[config.mk]
export PLATFORM = sky130hd
export DESIGN_NAME = truth_table_sweeper
export DESIGN_NICKNAME = d
export VERILOG_FILES = /design/src/rtl/truth_table_sweeper.sv
export SDC_FILE = /design/constraint.sdc
export NUM_CORES = 1
export LEC_CHECK = 0
export ABC_AREA = 1
export CAP_MARGIN = 20
export CORE_MARGIN = 10
export CORE_UTILIZATION = 54
export DETAILED_ROUTE_END_ITERATION = 8
export PLACE_DENSITY = 0.77
export SLEW_MARGIN = 20
export SYNTH_ARGS = -nofsm -noshare
export SYNTH_HDL_FRONTEND = slang
export SYNTH_SLANG_ARGS = --single-unit
[constraint.sdc]
create_clock -name clk -period 2.4 [get_ports clk]
set_clock_uncertainty 0.05 [all_clocks]
set_input_delay 0.48 -clock clk [delete_from_list [all_inputs] [get_ports clk]]
set_output_delay 0.48 -clock clk [all_outputs]
set_load 0.05 [all_outputs]
[src/rtl/truth_table_sweeper.sv]
// Sweeps every input vector of an N_IN-input gate, settling SETTLE cycles per vector, and
// compares the captured truth table to EXPECTED. Define TRUTH_TABLE_SWEEPER_FAIL_LOG_EN for mismatch logging.
module truth_table_sweeper #(
    parameter int                  N_IN     = 3,
    parameter int                  SETTLE   = 4,
    parameter logic [2**N_IN-1:0]  EXPECTED = 8'h6A
) (
    input  logic                 clk,
    input  logic                 reset,
    input  logic                 start,
    input  logic                 abort,
    output logic [N_IN-1:0]      dut_in,
    input  logic                 dut_out,
    output logic                 busy,
    output logic                 done,
    output logic [2**N_IN-1:0]   signature,
`ifdef TRUTH_TABLE_SWEEPER_FAIL_LOG_EN
    output logic [N_IN-1:0]      first_fail,
    output logic                 fail_valid,
    output logic [N_IN:0]        fail_count,
`endif
    output logic                 pass
);
    localparam int NV = 2**N_IN;

    typedef enum logic [1:0] {S_IDLE, S_SETTLE, S_SAMPLE, S_DONE} state_t;

    state_t            r_state, w_state_next;
    logic [N_IN-1:0]   r_idx, w_idx_next;
    logic [N_IN-1:0]   r_dut_in, w_dut_in_next;
    logic [7:0]        r_cnt, w_cnt_next;
    logic              r_busy, w_busy_next;
    logic              r_done, w_done_next;
    logic              r_pass, w_pass_next;
    logic [NV-1:0]     r_sig, w_sig_next, w_sig_sampled;
    logic              w_last;
    logic              w_settled;

    assign w_last    = (r_idx == N_IN'(NV - 1));
    assign w_settled = (r_cnt == 8'(SETTLE - 1));

    // Signature with the current vector's bit replaced by the live gate output.
    generate
        for (genvar gi = 0; gi < NV; gi++) begin : g_sig_bit
            assign w_sig_sampled[gi] = (r_idx == N_IN'(gi)) ? dut_out : r_sig[gi];
        end
    endgenerate

    always_comb begin
        w_state_next  = r_state;
        w_idx_next    = r_idx;
        w_dut_in_next = r_dut_in;
        w_cnt_next    = r_cnt;
        w_busy_next   = r_busy;
        w_done_next   = 1'b0;
        w_pass_next   = r_pass;
        w_sig_next    = r_sig;
        case (r_state)
            S_IDLE: begin
                if (start && !abort) begin
                    w_idx_next    = '0;
                    w_dut_in_next = '0;
                    w_cnt_next    = '0;
                    w_sig_next    = '0;
                    w_pass_next   = 1'b0;
                    w_busy_next   = 1'b1;
                    w_state_next  = S_SETTLE;
                end
            end
            S_SETTLE, S_SAMPLE: begin
                if (abort) begin
                    // Abandoned sweep leaves no partial result; dut_in stays put.
                    w_sig_next   = '0;
                    w_pass_next  = 1'b0;
                    w_busy_next  = 1'b0;
                    w_state_next = S_IDLE;
                end else if (r_state == S_SETTLE) begin
                    w_cnt_next = r_cnt + 8'd1;
                    if (w_settled) begin
                        w_state_next = S_SAMPLE;
                    end
                end else begin
                    w_sig_next = w_sig_sampled;
                    if (w_last) begin
                        w_state_next = S_DONE;
                    end else begin
                        w_idx_next    = r_idx + N_IN'(1);
                        w_dut_in_next = r_idx + N_IN'(1);
                        w_cnt_next    = '0;
                        w_state_next  = S_SETTLE;
                    end
                end
            end
            S_DONE: begin
                w_done_next  = 1'b1;
                w_pass_next  = (r_sig == EXPECTED);
                w_busy_next  = 1'b0;
                w_state_next = S_IDLE;
            end
            default: w_state_next = S_IDLE;
        endcase
    end

    always_ff @(posedge clk) begin
        if (reset) begin
            r_state  <= S_IDLE;
            r_idx    <= '0;
            r_dut_in <= '0;
            r_cnt    <= '0;
            r_busy   <= 1'b0;
            r_done   <= 1'b0;
            r_pass   <= 1'b0;
            r_sig    <= '0;
        end else begin
            r_state  <= w_state_next;
            r_idx    <= w_idx_next;
            r_dut_in <= w_dut_in_next;
            r_cnt    <= w_cnt_next;
            r_busy   <= w_busy_next;
            r_done   <= w_done_next;
            r_pass   <= w_pass_next;
            r_sig    <= w_sig_next;
        end
    end

    assign dut_in    = r_dut_in;
    assign busy      = r_busy;
    assign done      = r_done;
    assign signature = r_sig;
    assign pass      = r_pass;

`ifdef TRUTH_TABLE_SWEEPER_FAIL_LOG_EN
    logic [N_IN-1:0] r_first_fail, w_first_fail_next;
    logic            r_fail_valid, w_fail_valid_next;
    logic [N_IN:0]   r_fail_count, w_fail_count_next;
    logic            w_log_clear, w_log_update, w_mismatch;

    assign w_log_clear  = ((r_state == S_IDLE) && start && !abort) ||
                          (((r_state == S_SETTLE) || (r_state == S_SAMPLE)) && abort);
    assign w_log_update = (r_state == S_SAMPLE) && !abort;
    assign w_mismatch   = (dut_out != EXPECTED[r_idx]);

    always_comb begin
        w_first_fail_next = r_first_fail;
        w_fail_valid_next = r_fail_valid;
        w_fail_count_next = r_fail_count;
        if (w_log_clear) begin
            w_first_fail_next = '0;
            w_fail_valid_next = 1'b0;
            w_fail_count_next = '0;
        end else if (w_log_update && w_mismatch) begin
            w_fail_count_next = r_fail_count + (N_IN+1)'(1);
            if (!r_fail_valid) begin
                w_first_fail_next = r_idx;
                w_fail_valid_next = 1'b1;
            end
        end
    end

    always_ff @(posedge clk) begin
        if (reset) begin
            r_first_fail <= '0;
            r_fail_valid <= 1'b0;
            r_fail_count <= '0;
        end else begin
            r_first_fail <= w_first_fail_next;
            r_fail_valid <= w_fail_valid_next;
            r_fail_count <= w_fail_count_next;
        end
    end

    assign first_fail = r_first_fail;
    assign fail_valid = r_fail_valid;
    assign fail_count = r_fail_count;
`endif
endmodule

==> impl_metrics.csv <==
group,metric,value,unit
status,status,"finished clean",
sta,worst_pin_slew,0.529,ns
logic_synthesis,synth_compound_area_share,10.7,%
floorplanning,die_area,5180,sq um
placement,numPortBuffers,18,
logic_synthesis,yosysWarnings,0,
clocking,ctsResizeCount,0,
layout,stdcell_area,1670,sq um
sta,hold_ws,0.447,ns
logic_synthesis,syn_inst,215,
layout,mostFrequentLayoutCells,"nand2_1, nor2_1, inv_1, dfxtp_1, a21oi_1",
floorplanning,rows,18,
floorplanning,die_w,72.0,um
worst_setup_path,worst_setup_path_end_kind,"output port",
layout,drive_above_1_share,7.73,%
clocking,clock-sinks,24,
logic_synthesis,synthMuxAreaShare,0,%
layout,fin_nets,251,
worst_setup_path,crit_buf_inv,1,
sta,drv_slew,0,
sta,finalCriticalPeriod,2.17,ns
worst_setup_path,crit_type,"flip-flop to output port",
drt,antenna_left,0,
worst_hold_path,hold_class,"flip-flop to flip-flop",
layout,final_util,66.3,%
floorplanning,die_y,72.0,um
logic_synthesis,synth.net_count,232,
clocking,postCtsSetupRepairBufs,0,
sta,rsz0062_at_grt,"false",
layout,layout_commonest_cell,"nand2_1",
global_route,grt_pass1_wl,5430,um
floorplanning,core-area,2520,sq um
run,drv_cap,0,
sta,max-slew-margin-rel,64.7,%
sta,fin_crit_sh,90.3,%
logic_synthesis,synth_top_family_by_area,"simple AND/OR/NAND/NOR gates",
clocking,cts_root_buffer,"clkbuf_4",
global_route,grt_pass1_vias,1254,
clocking,insertion_delay,0.31,ns
global_route,grt_start_max_net_pins,18,
worst_setup_path,r2r_slack,0.31,ns
logic_synthesis,synthesis.area,1460,sq um
sta,fmax,461,MHz
logic_synthesis,postSynthAreaPerCell,6.79,sq um
floorplanning,start_util,57.8,%
global_route,grt_use_total,12.1,%
sta,hold_violations,0,
clocking,h-tree-depth,1,
pwr,p_seq_share,27.7,%
pwr,pwr-share-clk,10.7,%
placement,globalplace.congestion,0.914,
drt,drtPass1Iterations,4,
drt,via_per_inst,5.22,
layout,diodes,0,
global_route,grt.overflow.total,0,
worst_setup_path,slowest_delay,0.85,ns
clocking,ctsHoldBuffers,0,
pwr,leakagePower,0.000730,uW
pwr,switching_share,51.2,%
global_route,antenna_found_initial,0,
floorplanning,ios,19,
drt,via_count,1372,
worst_setup_path,worstPathRequired,1.87,ns
worst_setup_path,cp_slowest_cell,"clkdlybuf4s50_1",
sta,setup_violations,0,
pwr,power.density,1200,nW/um^2
sta,setup_ws,0.232,ns
clocking,cts_tree,"done",
pwr,vdd_drop_max,0.823,mV
logic_synthesis,synthAdderAreaFrac,10.3,%
drt,wire_per_inst,12.0,um
placement,dp.final_hpwl,2520,um
clocking,cts_buffer_depth,2,
logic_synthesis,ys_types,23,
placement,pre_cts_ws,0.260,ns
worst_setup_path,crit_path_max_fanout,7,
logic_synthesis,seq_area_frac_synth,32.9,%
clocking,numCtsBuffers,3,
worst_setup_path,start_kind,"flip-flop",
worst_setup_path,path_cells,"clkdlybuf4s50_1",
drt,drt_wl_total,3160,um
worst_setup_path,crit_family,"buffers and inverters",
worst_setup_path,crit_arrival,1.64,ns
placement,dpl-instance-area,1640,sq um
drt,drc,0,
clocking,path_clk_slew,0.14,ns
drt,drt_iter0_markers,84,
logic_synthesis,synthSimpleGateAreaFrac,35.6,%
pwr,power_frac_comb,61.6,%
pwr,p_int,978,uW
sta,finalSetupTns,0,ns
pwr,switchingPower,1020,uW
layout,synthToLayoutAreaGrowth,14.6,%
logic_synthesis,ys_seq_elements,24,
logic_synthesis,synth-xor-area-share,0,%
[layout make-up]
cell class	instances	area, sq um
Tap cell	30	37.5
Fill cell	232	851
Clock buffer	4	36.3
Multi-Input combinational cell	159	826
Timing Repair Buffer	19	188
Sequential cell	24	480
Inverter	27	104
[layer usage]
metal | wire length (um) | global-route usage (%)
met5 | 0 | 0
met4 | 19 | 2.58
met3 | 171 | 2.86
met2 | 1430 | 19.5
met1 | 1530 | 15.9
[logic make-up (layout without fill, tap and decap cells)]
kind of cell	after synthesis	count (layout)
buffers and inverters	32	50
AOI/OAI and AO/OA	31	31
DFF	24	24
and+or+nand+nor	116	116
adders and majority gates	12	12
[synth_stat cells]
| cell | count | area [sq um] |
|---|---|---|
| o21ai_0 | 10 | 50.1 |
| nand2_1 | 52 | 195 |
| nor2_1 | 30 | 113 |
| nor3_1 | 3 | 15.0 |
| nand3_1 | 16 | 80.1 |
| or2_4 | 1 | 8.76 |
| inv_4 | 1 | 6.26 |
| a21oi_1 | 20 | 100 |
| inv_1 | 24 | 90.1 |
| inv_2 | 2 | 7.51 |
| nand2_4 | 1 | 11.3 |
| clkbuf_1 | 1 | 3.75 |
| o22ai_1 | 1 | 6.26 |
| dfxtp_1 | 24 | 480 |
| nand3_2 | 1 | 10.0 |
| nor2_4 | 2 | 22.5 |
| nand3b_1 | 1 | 7.51 |
| ha_1 | 12 | 150 |
| nand4_1 | 3 | 18.8 |
| nor2_2 | 2 | 12.5 |
| nand2_2 | 3 | 18.8 |
| or2_1 | 1 | 6.26 |
| buf_6 | 4 | 45.0 |
[worst paths after layout]
check / start / to / cells past startpoint
setup / recovery: dut_in[2] / dut_in[2] / 1
hold / removal: r_cnt[1] / r_cnt[1] / 2
setup reg to reg: r_state[0] / r_cnt[3] / 8
hold reg to reg: r_cnt[1] / r_cnt[1] / 2
[flip-flops by register name, summed over array words and instances, names as in the netlist]
register / flops
r_cnt: 8
r_state: 2
done: 1
signature: 8
busy: 1
pass: 1
dut_in: 3
[worst reg2reg max path: cells and delay by family (launching register included)]
kind	cells	cell delay [ns]
adder cells (fa/ha/maj)	1	0.50
AND/OR/NAND/NOR	5	0.80
flip-flops	1	0.40
buffers and inverters	2	0.26
[power groups by stage]
stage                     logic, uW  clock network, uW  registers [uW]
final                          1230                214             554
after floorplan                 792                  0             781
after detailed placement       1230                  0             563
after global routing           1370                235             567
after CTS                      1240                218             553
after global placement         1200                  0             559
[stage by stage]
| stage | std cells | power, uW |
|---|---|---|
| finish | 263 | 2000 |
| global route | 263 | 2180 |
| CTS | 263 | 2010 |
| detailed placement | 259 | 1790 |
| global placement | 259 | 1760 |
| floorplan | 215 | 1570 |
(Power assumes the default switching activity.)
